===== src/rtl/pcs_pkg.sv =====
// Shared types and helpers for the PCS receive link controller.
package pcs_pkg;

  typedef enum logic [2:0] {
    LS_RESET       = 3'd0,
    LS_WAIT_BLOCK  = 3'd1,
    LS_WAIT_AM     = 3'd2,
    LS_WAIT_DESKEW = 3'd3,
    LS_UP          = 3'd4
  } link_state_e;

  // Sync headers 00 and 11 never appear on a healthy 64b/66b lane.
  function automatic logic hdr_invalid(input logic [1:0] head);
    return (head == 2'b00) || (head == 2'b11);
  endfunction

endpackage


===== src/rtl/pcs_rx_link_ctrl_if.sv =====
// Status/control bundle between the PCS RX lanes and the link controller.
interface pcs_rx_link_ctrl_if #(
  parameter int LANE_N    = 4,
  parameter int HEAD_W    = 2,
  parameter int BER_CNT_W = 7
);
  logic [LANE_N-1:0]        valid_i;
  logic [LANE_N*HEAD_W-1:0] head_i;
  logic [LANE_N-1:0]        bs_lock_v_i;
  logic [LANE_N-1:0]        am_lock_v_i;
  logic                     deskew_done_i;
  logic                     relock_o;
  logic                     align_status_o;
  logic                     hi_ber_o;
  logic                     link_up_o;
  logic [BER_CNT_W-1:0]     ber_cnt_o;
  logic [2:0]               state_o;

  modport master (
    output valid_i, head_i, bs_lock_v_i, am_lock_v_i, deskew_done_i,
    input  relock_o, align_status_o, hi_ber_o, link_up_o, ber_cnt_o, state_o
  );

  modport slave (
    input  valid_i, head_i, bs_lock_v_i, am_lock_v_i, deskew_done_i,
    output relock_o, align_status_o, hi_ber_o, link_up_o, ber_cnt_o, state_o
  );
endinterface


===== src/rtl/ber_mon_rx.sv =====
// High-BER monitor: counts invalid sync headers per window, flags hi_ber.
module ber_mon_rx
  import pcs_pkg::*;
#(
  parameter int LANE_N      = 4,
  parameter int HEAD_W      = 2,
  parameter int BER_WIN_CYC = 19531,
  parameter int BER_THRESH  = 97,
  parameter int BER_CNT_W   = 7
) (
  input  logic                           clk,
  input  logic                           nreset,
  input  logic                           run,
  input  logic [LANE_N-1:0]              valid,
  input  logic [LANE_N-1:0][HEAD_W-1:0]  head,
  output logic                           hi_ber,
  output logic [BER_CNT_W-1:0]           ber_cnt
);
  localparam int WIN_W = (BER_WIN_CYC > 1) ? $clog2(BER_WIN_CYC) : 1;
  localparam int SUM_W = BER_CNT_W + 2;
  localparam logic [WIN_W-1:0] WIN_LAST = WIN_W'(BER_WIN_CYC - 1);
  localparam logic [SUM_W-1:0] THRESH   = SUM_W'(BER_THRESH);

  logic [LANE_N-1:0] bad;
  logic [WIN_W-1:0]  win;
  logic [SUM_W-1:0]  sum, sat;

  for (genvar l = 0; l < LANE_N; l++) begin : g_lane
    assign bad[l] = valid[l] & hdr_invalid(head[l][1:0]);
  end

  // Wide adder so count + LANE_N cannot wrap before saturation.
  assign sum = SUM_W'(ber_cnt) + SUM_W'($countones(bad));
  assign sat = (sum >= THRESH) ? THRESH : sum;

  always_ff @(posedge clk or negedge nreset) begin
    if (!nreset) begin
      win     <= '0;
      ber_cnt <= '0;
      hi_ber  <= 1'b0;
    end else if (!run) begin
      win     <= '0;
      ber_cnt <= '0;
      hi_ber  <= 1'b0;
    end else if (win == WIN_LAST) begin
      // A window that itself hit the threshold keeps hi_ber asserted.
      win     <= '0;
      ber_cnt <= '0;
      hi_ber  <= (sat == THRESH);
    end else begin
      win     <= win + WIN_W'(1);
      ber_cnt <= BER_CNT_W'(sat);
      hi_ber  <= hi_ber | (sat == THRESH);
    end
  end

endmodule


===== src/rtl/pcs_rx_link_ctrl.sv =====
// Link bring-up FSM for the multi-lane PCS RX path, plus BER health monitor.
module pcs_rx_link_ctrl
  import pcs_pkg::*;
#(
  parameter int LANE_N        = 4,
  parameter int HEAD_W        = 2,
  parameter int BER_WIN_CYC   = 19531,
  parameter int BER_THRESH    = 97,
  parameter int BER_CNT_W     = 7,
  parameter int DESKEW_TO_CYC = 65536
) (
  input  logic             clk,
  input  logic             nreset,
  pcs_rx_link_ctrl_if.slave lk
);
  localparam logic [2:0] S_RESET       = LS_RESET;
  localparam logic [2:0] S_WAIT_BLOCK  = LS_WAIT_BLOCK;
  localparam logic [2:0] S_WAIT_AM     = LS_WAIT_AM;
  localparam logic [2:0] S_WAIT_DESKEW = LS_WAIT_DESKEW;
  localparam logic [2:0] S_UP          = LS_UP;

  localparam int TO_W = (DESKEW_TO_CYC > 1) ? $clog2(DESKEW_TO_CYC) : 1;
  localparam logic [TO_W-1:0] TO_LAST = TO_W'(DESKEW_TO_CYC - 1);

  logic [2:0]      state, nxt;
  logic            relock_nxt, relock_q;
  logic [TO_W-1:0] to_cnt;
  logic            all_bs, all_am;
  logic            hi_ber;
  logic [BER_CNT_W-1:0] ber_cnt;

  assign all_bs = &lk.bs_lock_v_i;
  assign all_am = &lk.am_lock_v_i;

  always_comb begin
    nxt        = state;
    relock_nxt = 1'b0;
    case (state)
      S_RESET:       nxt = S_WAIT_BLOCK;
      S_WAIT_BLOCK:  if (all_bs) nxt = S_WAIT_AM;
      S_WAIT_AM:     if (all_am) nxt = S_WAIT_DESKEW;
      S_WAIT_DESKEW: begin
        if (lk.deskew_done_i) nxt = S_UP;
        else if (to_cnt == TO_LAST) begin
          nxt        = S_WAIT_AM;
          relock_nxt = 1'b1;
        end
      end
      S_UP:          nxt = S_UP;
      default:       nxt = S_RESET;
    endcase
    // Lock loss overrides any forward progress.
    if (state != S_RESET) begin
      if (!all_bs) begin
        nxt        = S_WAIT_BLOCK;
        relock_nxt = 1'b0;
      end else if (!all_am && (state == S_WAIT_DESKEW || state == S_UP)) begin
        nxt        = S_WAIT_AM;
        relock_nxt = 1'b1;
      end
    end
  end

  always_ff @(posedge clk or negedge nreset) begin
    if (!nreset) begin
      state    <= S_RESET;
      relock_q <= 1'b0;
      to_cnt   <= '0;
    end else begin
      state    <= nxt;
      relock_q <= relock_nxt;
      to_cnt   <= (state == S_WAIT_DESKEW) ? to_cnt + TO_W'(1) : '0;
    end
  end

  ber_mon_rx #(
    .LANE_N      (LANE_N),
    .HEAD_W      (HEAD_W),
    .BER_WIN_CYC (BER_WIN_CYC),
    .BER_THRESH  (BER_THRESH),
    .BER_CNT_W   (BER_CNT_W)
  ) u_ber (
    .clk     (clk),
    .nreset  (nreset),
    .run     (all_bs),
    .valid   (lk.valid_i),
    .head    (lk.head_i),
    .hi_ber  (hi_ber),
    .ber_cnt (ber_cnt)
  );

  assign lk.relock_o       = relock_q;
  assign lk.align_status_o = (state == S_UP);
  assign lk.hi_ber_o       = hi_ber;
  assign lk.link_up_o      = (state == S_UP) & ~hi_ber;
  assign lk.ber_cnt_o      = ber_cnt;
  assign lk.state_o        = state;

endmodule

===== src/flat_wrapper.sv =====
// flat-port wrapper written by rule: the top's interface ports become plain ports
module pcs_rx_link_ctrl_flat import pcs_pkg::*;
#(
  parameter int LANE_N        = 4,
  parameter int HEAD_W        = 2,
  parameter int BER_WIN_CYC   = 19531,
  parameter int BER_THRESH    = 97,
  parameter int BER_CNT_W     = 7,
  parameter int DESKEW_TO_CYC = 65536
)
  (clk, nreset, lk_valid_i, lk_head_i, lk_bs_lock_v_i, lk_am_lock_v_i, lk_deskew_done_i, lk_relock_o, lk_align_status_o, lk_hi_ber_o, lk_link_up_o, lk_ber_cnt_o, lk_state_o);
  pcs_rx_link_ctrl_if #(.LANE_N(LANE_N), .HEAD_W(HEAD_W), .BER_CNT_W(BER_CNT_W)) lk_i ();
  input  logic clk;
  input  logic nreset;
  input wire logic [$bits(lk_i.valid_i)-1:0] lk_valid_i;
  input wire logic [$bits(lk_i.head_i)-1:0] lk_head_i;
  input wire logic [$bits(lk_i.bs_lock_v_i)-1:0] lk_bs_lock_v_i;
  input wire logic [$bits(lk_i.am_lock_v_i)-1:0] lk_am_lock_v_i;
  input wire logic [$bits(lk_i.deskew_done_i)-1:0] lk_deskew_done_i;
  output wire logic [$bits(lk_i.relock_o)-1:0] lk_relock_o;
  output wire logic [$bits(lk_i.align_status_o)-1:0] lk_align_status_o;
  output wire logic [$bits(lk_i.hi_ber_o)-1:0] lk_hi_ber_o;
  output wire logic [$bits(lk_i.link_up_o)-1:0] lk_link_up_o;
  output wire logic [$bits(lk_i.ber_cnt_o)-1:0] lk_ber_cnt_o;
  output wire logic [$bits(lk_i.state_o)-1:0] lk_state_o;
  assign lk_i.valid_i = lk_valid_i;
  assign lk_i.head_i = lk_head_i;
  assign lk_i.bs_lock_v_i = lk_bs_lock_v_i;
  assign lk_i.am_lock_v_i = lk_am_lock_v_i;
  assign lk_i.deskew_done_i = lk_deskew_done_i;
  assign lk_relock_o = lk_i.relock_o;
  assign lk_align_status_o = lk_i.align_status_o;
  assign lk_hi_ber_o = lk_i.hi_ber_o;
  assign lk_link_up_o = lk_i.link_up_o;
  assign lk_ber_cnt_o = lk_i.ber_cnt_o;
  assign lk_state_o = lk_i.state_o;
  pcs_rx_link_ctrl #(.LANE_N(LANE_N), .HEAD_W(HEAD_W), .BER_WIN_CYC(BER_WIN_CYC), .BER_THRESH(BER_THRESH), .BER_CNT_W(BER_CNT_W), .DESKEW_TO_CYC(DESKEW_TO_CYC)) u_core (.clk(clk), .nreset(nreset), .lk(lk_i));
endmodule

===== config.mk =====
export PLATFORM = sky130hd
export DESIGN_NAME = pcs_rx_link_ctrl_flat
export DESIGN_NICKNAME = d
export VERILOG_FILES = /design/src/rtl/pcs_pkg.sv /design/src/rtl/pcs_rx_link_ctrl_if.sv /design/src/rtl/ber_mon_rx.sv /design/src/rtl/pcs_rx_link_ctrl.sv /design/src/flat_wrapper.sv
export SDC_FILE = /design/constraint.sdc
export NUM_CORES = 1
export LEC_CHECK = 0
export ABC_CLOCK_PERIOD_IN_PS = 2800
export CAP_MARGIN = 20
export CORE_ASPECT_RATIO = 0.8
export CORE_MARGIN = 2
export CORE_UTILIZATION = 40
export CTS_CLUSTER_SIZE = 12
export DETAILED_ROUTE_END_ITERATION = 10
export GPL_TIMING_DRIVEN = 0
export SLEW_MARGIN = 20
export SYNTH_ARGS = -nofsm -noshare
export SYNTH_HDL_FRONTEND = slang
export SYNTH_SLANG_ARGS = --single-unit

===== constraint.sdc =====
create_clock -name clk -period 2.8 [get_ports clk]
set_input_delay 0.56 -clock clk [delete_from_list [all_inputs] [get_ports clk]]
set_output_delay 0.56 -clock clk [all_outputs]
set_load 0.02 [all_outputs]

==> Flow_metrics.wiki, run 1 <==
{| class="wikitable"
! Metric !! Value
|-
| Result of the run || finished with violations
|-
| Violations in the final reports || negative setup slack
|-
| Routed vias/inst || 4.97
|-
| Commonest non-fill, non-tap cell in the layout || dfrtp_1
|-
| Fraction of synthesis flops using an asynchronous set or reset pin || 1.00
|-
| Category of the most critical setup path || in -> reg
|-
| End point of the critical path || u_core.u_ber.ber_cnt[1]
|-
| Net count after synthesis || 265
|-
| Area of the die || 6350 um^2
|-
| Critical Path End Type || flip-flop
|-
| Count of pins on the block boundary || 37
|-
| Antenna violations before repair || 0
|-
| Worst Path Buf+Inv || 4
|-
| Count of max-cap constraint violations || 0
|-
| Synth-to-Final Area Change || 29.5%
|-
| Antenna diode count || 0
|-
| RD Place Congestion || 0.778
|-
| Area share of and/or/nand/nor cells after synthesis || 0.263
|-
| DR iter-0 viols || 71
|-
| Sequential element share of the synthesized area || 0.470
|-
| Share of synthesized area spent on multiplexers || 0.00656
|-
| Worst clock skew on the final layout || 0.00852 ns
|-
| Maximum fanout along the worst path || 4
|-
| Cell family with most CP delay || adder cells
|-
| Average wire length per cell after detail routing || 13.2 um
|-
| Launch point of the worst path || lk_head_i[1]
|-
| Via count of the first global-routing pass || 1803
|-
| Critical Path Start Type || input port
|-
| Number of clock sinks || 43
|-
| Leakage || 1.18 nW
|-
| Number of enable flip-flop cells after synthesis || 0
|-
| Post-synthesis cell type count || 41
|-
| Height of the die || 71.7 um
|-
| Final hold violation count || 0
|-
| Setup slack after layout || -0.216 ns
|-
| Cells along the critical path || buf_6, xnor2_2, nand2_1, fa_1, inv_2, fa_2, buf_4, buf_4, a21o_1, nand2_2, mux2_4, o32a_4, nor3b_2
|-
| Horizontal die dimension || 88.6 um
|-
| Starting density of the core || 0.417
|-
| Final critical path time including I/O delays and setup || 3.02 ns
|-
| Post-layout net count || 316
|-
| Total congestion overflow || 0
|-
| Total power || 1.17 mW
|-
| Worst-case clock buffer depth || 2
|-
| Placement Cell Area || 2780 um^2
|-
| Cell chosen for the clock root || clkbuf_8
|-
| Via Count || 1814
|-
| Final count of negative-setup-slack endpoints || 6
|-
| Stages on worst setup path || 13
|-
| Pwr Density || 394 nW/um^2
|-
| Share of the synthesized area in compound gates (AO/OA/AOI/OAI) || 0.0710
|-
| Yosys warns || 0
|-
| Top library cells by usage in the layout, fill and taps aside || 43 x dfrtp_1, 40 x nor2_1, 29 x clkdlybuf4s50_1
|-
| Total track usage || 0.167
|-
| Number of buffer cells added on primary ports || 36
|-
| Combinational family with the most area after synthesis || simple AND/OR/NAND/NOR gates
|-
| Worst reg2reg path startpoint || u_core.u_ber.ber_cnt[0]
|-
| Post-synthesis share of cell area spent on full adders, half adders and majority gates || 0.0481
|-
| Seq cells post-synth || 43
|-
| H-Tree Depth || 2
|-
| Slowest stage delay, CP || 0.53 ns
|-
| Number of cells produced by synthesis || 235
|-
| Cts bufs inserted || 5
|-
| Cell with the biggest individual delay on the critical path || fa_1
|-
| Layout Utilization || 0.539
|-
| Relative slew margins || 0.664
|-
| RSZ-0062 raised after global routing || true
|-
| Residual DRC || 0
|-
| Area of all placed cells without fillers || 2960 um^2
|-
| First-pass GRT wire length || 8410 um
|-
| Xor and xnor area share after synthesis || 0.122
|-
| Total count of max-transition violations in the final report || 0
|-
| Worst endpoint required time || 3.01 ns
|-
| Peak supply drop || 0.000258 V
|-
| Summed instance area of the synthesized netlist || 2290 um^2
|-
| Primary flip-flop cell chosen by synthesis mapping || dfrtp_1
|-
| Timing-limited maximum frequency || 0.332 GHz
|-
| Synthesized area divided by synthesized cell count || 9.74 um^2
|-
| TritonCTS clock tree || built
|-
| Detailed placement HPWL || 3440 um
|-
| Clock transition at the registers of the reported paths || 0.09 ns
|-
| Crit path arrival time || 3.23 ns
|-
| Cell depth of the worst flop-to-flop path || 11
|-
| Fraction of layout instances using a drive strength above 1 || 0.143
|-
| Setup slack on the worst flop-to-flop path || -0.08 ns
|-
| Largest net degree at the start of global routing || 31
|-
| Worst-Margin Slew || 0.503 ns
|-
| Placeable Area || 5500 um^2
|-
| Reg-to-reg endpoint || u_core.u_ber.ber_cnt[1]
|-
| Placement row count || 24
|-
| Sum of routed wire length over all layers || 4820 um
|-
| Worst-Skew Late Latency || 0.29 ns
|-
| Number of antenna-violating nets in the routed design || 0
|-
| Most used cell along the critical path || buf_4
|-
| Final Cycle Share || 1.08
|-
| Pre-antenna DRT Iters || 4
|-
| HP Class || in -> async
|}
-- power by group --
| group | internal (mW) | switching [mW] | total, mW |
|---|---|---|---|
| clock | 0.202 | 0.221 | 0.423 |
| sequential | 0.623 | 0.00312 | 0.626 |
| combinational | 0.0635 | 0.0553 | 0.119 |
| total | 0.888 | 0.280 | 1.17 |
-- area by class of cell --
| class | count | area [um^2] |
|---|---|---|
| tap | 78 | 97.6 |
| clock inverter | 2 | 16.3 |
| timing repair buffer | 44 | 428 |
| buffer | 3 | 12.5 |
| fill | 512 | 2530 |
| multi-input combinational | 181 | 1220 |
| inverter | 8 | 30.0 |
| clock buffer | 6 | 82.6 |
| sequential | 43 | 1080 |
-- worst min path at each step --
stage / cells past startpoint / start / endpoint / slack [ns]
finish: 1 / nreset / u_core.to_cnt[7] / 0.16
global route: 1 / nreset / u_core.to_cnt[12] / 0.17
CTS: 1 / nreset / u_core.to_cnt[3] / 0.17
detailed placement: 1 / u_core.to_cnt[0] / u_core.to_cnt[0] / 0.48
global placement: 1 / u_core.to_cnt[0] / u_core.to_cnt[0] / 0.47
floorplan: 0 / nreset / u_core.lk.relock_o / 0.26
-- kinds of logic (layout without fill, tap and decap cells) --
| kind of cell | Yosys count | count (layout) |
|---|---|---|
| AO/OA/AOI/OAI | 23 | 23 |
| XOR/XNOR | 32 | 32 |
| adder cells (fa/ha/maj) | 7 | 7 |
| buffers and inverters | 11 | 63 |
| flip-flops | 43 | 43 |
| multiplexers | 1 | 1 |
| AND/OR/NAND/NOR | 118 | 118 |
-- metrics by stage --
step	std cells	setup TNS, ns	hold WS [ns]	setup slack, ns
finish	365	-0.972	0.162	-0.216
global route	365	-1.58	0.171	-0.322
CTS	362	-1.39	0.167	-0.269
detailed placement	350	-6.19	0.480	-0.960
global placement	349	-9.24	0.472	-0.953
floorplan	235	-1.55	0.264	-0.321
-- synthesized netlist by cell type, types with 3 or more instances --
library cell  number  area (um^2)
ha_1               4         50.1
or3_1              3         18.8
nor3_1             8         40.0
nand4_1            6         37.5
dfrtp_1           43         1080
o21ai_0            4         20.0
nor3_2             3         30.0
and2_1             4         25.0
nor2_1            40          150
a21oi_1            8         40.0
nand3_1           15         75.1
fa_1               3         60.1
nand3b_1           3         22.5
inv_1              8         30.0
xor2_1            18          158
nand2_1           20         75.1
xnor2_1           14          123
-- registers in the layout, indices dropped and copies added, names as in the netlist --
signal / count
u_core.to_cnt: 16
u_core.u_ber.hi_ber: 1
u_core.lk.state_o: 3
u_core.u_ber.ber_cnt: 7
u_core.lk.relock_o: 1
u_core.u_ber.win: 15
-- timing repair --
action,in CTS,in global routing
gates resized for setup,20,7
buffers inserted,4,3
endpoints found under the setup margin,7,6
pin swaps,12,13
hold buffers,0,0
-- metal layers --
layer / wire [um] / vias up / share of wire / track usage
li1: - / 905 / - / -
met1: 2560 / 881 / 0.53 / 0.254
met2: 2090 / 24 / 0.43 / 0.240
met3: 141 / 4 / 0.029 / 0.0415
met4: 35 / 0 / 0.0073 / 0.0354
met5: 0 / - / 0 / 0
(Power assumes the default switching activity.)
==> run 2: changes to the inputs <==
GPL_TIMING_DRIVEN = 1   (was 0)
HOLD_SLACK_MARGIN = 0.12   (was default)
==> run 2 against run 1 <==
  * The flow still finishes with violations (negative setup slack)
  * Clock-buffer cell count is 1 lower
  * Maximum frequency is 0.52% higher
  * Power is 0.86% lower
  * Global-route usage is 0.25 points lower
  * Die area stayed put
  * Sequential power hardly changed
  * Sequential share of layout area is 0.41 points lower
  * Core utilization is 0.61 points higher
  * Flip-flop and latch count stayed put
  * Wire length is 0.31% higher
  * Critical path depth stayed put
  * Clock power is 4% lower
  * Critical path type unchanged
==> Flow_metrics.wiki, run 2 (same netlist as run 1, synthesis figures left out) <==
{| class="wikitable"
! Metric !! Value
|-
| Worst-Margin Slew || 0.616 ns
|-
| Number of antenna-violating nets in the routed design || 0
|-
| Total count of max-transition violations in the final report || 0
|-
| Critical Path End Type || flip-flop
|-
| Horizontal die dimension || 88.6 um
|-
| Height of the die || 71.7 um
|-
| Final Cycle Share || 1.07
|-
| Result of the run || finished with violations
|-
| Pre-antenna DRT Iters || 4
|-
| Worst-Skew Late Latency || 0.30 ns
|-
| Maximum fanout along the worst path || 5
|-
| Filler cell count in the final layout || 487
|-
| Relative slew margins || 0.588
|-
| Total power || 1.16 mW
|-
| HP Class || in -> async
|-
| Number of clock sinks || 43
|-
| Seq. cell area || 1080 um^2
|-
| Final hold violation count || 0
|-
| Register with the highest flop count || u_core.to_cnt
|-
| Violations in the final reports || negative setup slack
|-
| Total track usage || 0.164
|-
| Detailed placement HPWL || 3460 um
|-
| Cell chosen for the clock root || clkbuf_8
|-
| Final count of negative-setup-slack endpoints || 7
|-
| Average wire length per cell after detail routing || 13.2 um
|-
| Gr busiest metal || met1
|-
| Sum of routed wire length over all layers || 4840 um
|-
| Final critical path time including I/O delays and setup || 3.00 ns
|-
| RSZ-0062 raised after global routing || true
|-
| Worst clock skew on the final layout || 0.00971 ns
|-
| Timing-limited maximum frequency || 0.333 GHz
|-
| First-pass GRT wire length || 8180 um
|-
| Leakage || 1.20 nW
|-
| Placement row count || 24
|-
| Clock transition at the registers of the reported paths || 0.09 ns
|-
| Via Count || 1822
|-
| Synth-to-Final Area Change || 30.9%
|-
| RD Place Congestion || 0.773
|-
| Placeable Area || 5500 um^2
|-
| Cts bufs inserted || 5
|-
| Antenna violations before repair || 0
|-
| Global Route met3 Usage || 0.0369
|-
| DR iter-0 viols || 86
|-
| Via count of the first global-routing pass || 1711
|-
| Regs by FF count || u_core.to_cnt x16, u_core.u_ber.win x15, u_core.u_ber.ber_cnt x7
|-
| Starting density of the core || 0.417
|-
| Crit path arrival time || 3.20 ns
|-
| Met2 usage || 0.232
|-
| Number of flip-flops in the largest register || 16
|-
| Peak supply drop || 0.000241 V
|-
| Critical Path Start Type || input port
|-
| GR met1 Demand/Resource || 0.259
|-
| Total congestion overflow || 0
|-
| Worst-case clock buffer depth || 2
|-
| Post-layout net count || 318
|-
| Count of max-cap constraint violations || 0
|-
| Fraction of layout instances using a drive strength above 1 || 0.152
|-
| Commonest non-fill, non-tap cell in the layout || dfrtp_1
|-
| Setup slack after layout || -0.200 ns
|-
| H-Tree Depth || 2
|-
| Largest net degree at the start of global routing || 44
|-
| TritonCTS clock tree || built
|-
| Layout Utilization || 0.546
|-
| Pwr Density || 386 nW/um^2
|-
| Area of the die || 6350 um^2
|-
| Antenna diode count || 0
|-
| Count of pins on the block boundary || 37
|-
| Routed vias/inst || 4.96
|-
| Residual DRC || 0
|-
| Worst endpoint required time || 3.00 ns
|-
| Total area of multi-input combinational cells || 1220 um^2
|-
| Number of buffer cells added on primary ports || 36
|-
| Top library cells by usage in the layout, fill and taps aside || 43 x dfrtp_1, 40 x nor2_1, 29 x clkdlybuf4s50_1
|-
| Category of the most critical setup path || in -> reg
|}
==> run 2: changes by cell type in the layout (fill, tap and decap cells not counted), moves of 2 or more <==
cell / change
buf_2: -2
clkbuf_1: -2
buf_6: +3
buf_4: +3
nor3_2: -2
==> run 2: cell type report <==
class                      count  share of cell area
tap                           78              0.0326
clock inverter                 3             0.00793
inverter                       8              0.0100
sequential                    43               0.359
clock buffer                   5              0.0230
timing repair buffer          49               0.160
multi-input combinational    181               0.408
==> run 2: layer usage <==
layer  vias to the layer above  part of all wire  wire length, um
met4                         0            0.0066               32
li1                        915                 -                -
met3                         5             0.031              150
met5                         -                 0                0
met1                       876              0.54             2600
met2                        26              0.42             2050
==> run 2: report_power, final <==
group	internal (mW)	leakage, nW	switching (mW)
logic	0.0678	0.562	0.0565
registers	0.623	0.595	0.00339
clock network	0.178	0.0408	0.228
==> run 2: worst max-delay path: stages <==
cell     delay [ns]
buf_6          0.09
xnor2_2        0.12
nand2_1        0.08
fa_1           0.53
inv_2          0.04
fa_2           0.36
fa_2           0.38
buf_6          0.14
and4_4         0.20
a31oi_4        0.13
a21o_1         0.18
o32ai_2        0.10
o32ai_1        0.27
==> run 2: path summary, 6_finish.rpt <==
kind / cells after the start / end / slack, ns / startpoint
worst max-delay path: 13 / u_core.u_ber.hi_ber / -0.20 / lk_head_i[1]
worst min-delay path: 1 / u_core.lk.relock_o / 0.14 / nreset
worst max register to register: 11 / u_core.u_ber.hi_ber / -0.08 / u_core.u_ber.ber_cnt[0]
worst min register to register: 1 / u_core.to_cnt[0] / 0.49 / u_core.to_cnt[0]
max in group asynchronous: 2 / u_core.to_cnt[11] / 2.19 / nreset
min in group clk: 1 / u_core.to_cnt[0] / 0.49 / u_core.to_cnt[0]
==> run 2: per-stage QoR <==
stage	hold slack [ns]	instances	TNS [ns]	setup slack, ns	instance area, um^2
after global placement	0.479	353	-5.60	-0.813	2800
final	0.142	367	-1.04	-0.200	3000
after detailed placement	0.481	353	-5.96	-0.860	2800
after floorplan	0.264	235	-1.55	-0.321	2300
after CTS	0.444	362	-1.42	-0.275	2890
after global routing	0.148	367	-1.68	-0.285	3000
==> run 2: what timing repair did <==
| item | in CTS | in global routing |
|---|---|---|
| endpoints found under the setup margin | 8 | 8 |
| setup buffers | 1 | 5 |
| hold endpoints to repair | 0 | 0 |
| resized for setup | 21 | 10 |
| pin swaps | 14 | 17 |
| hold buffers | 0 | 0 |
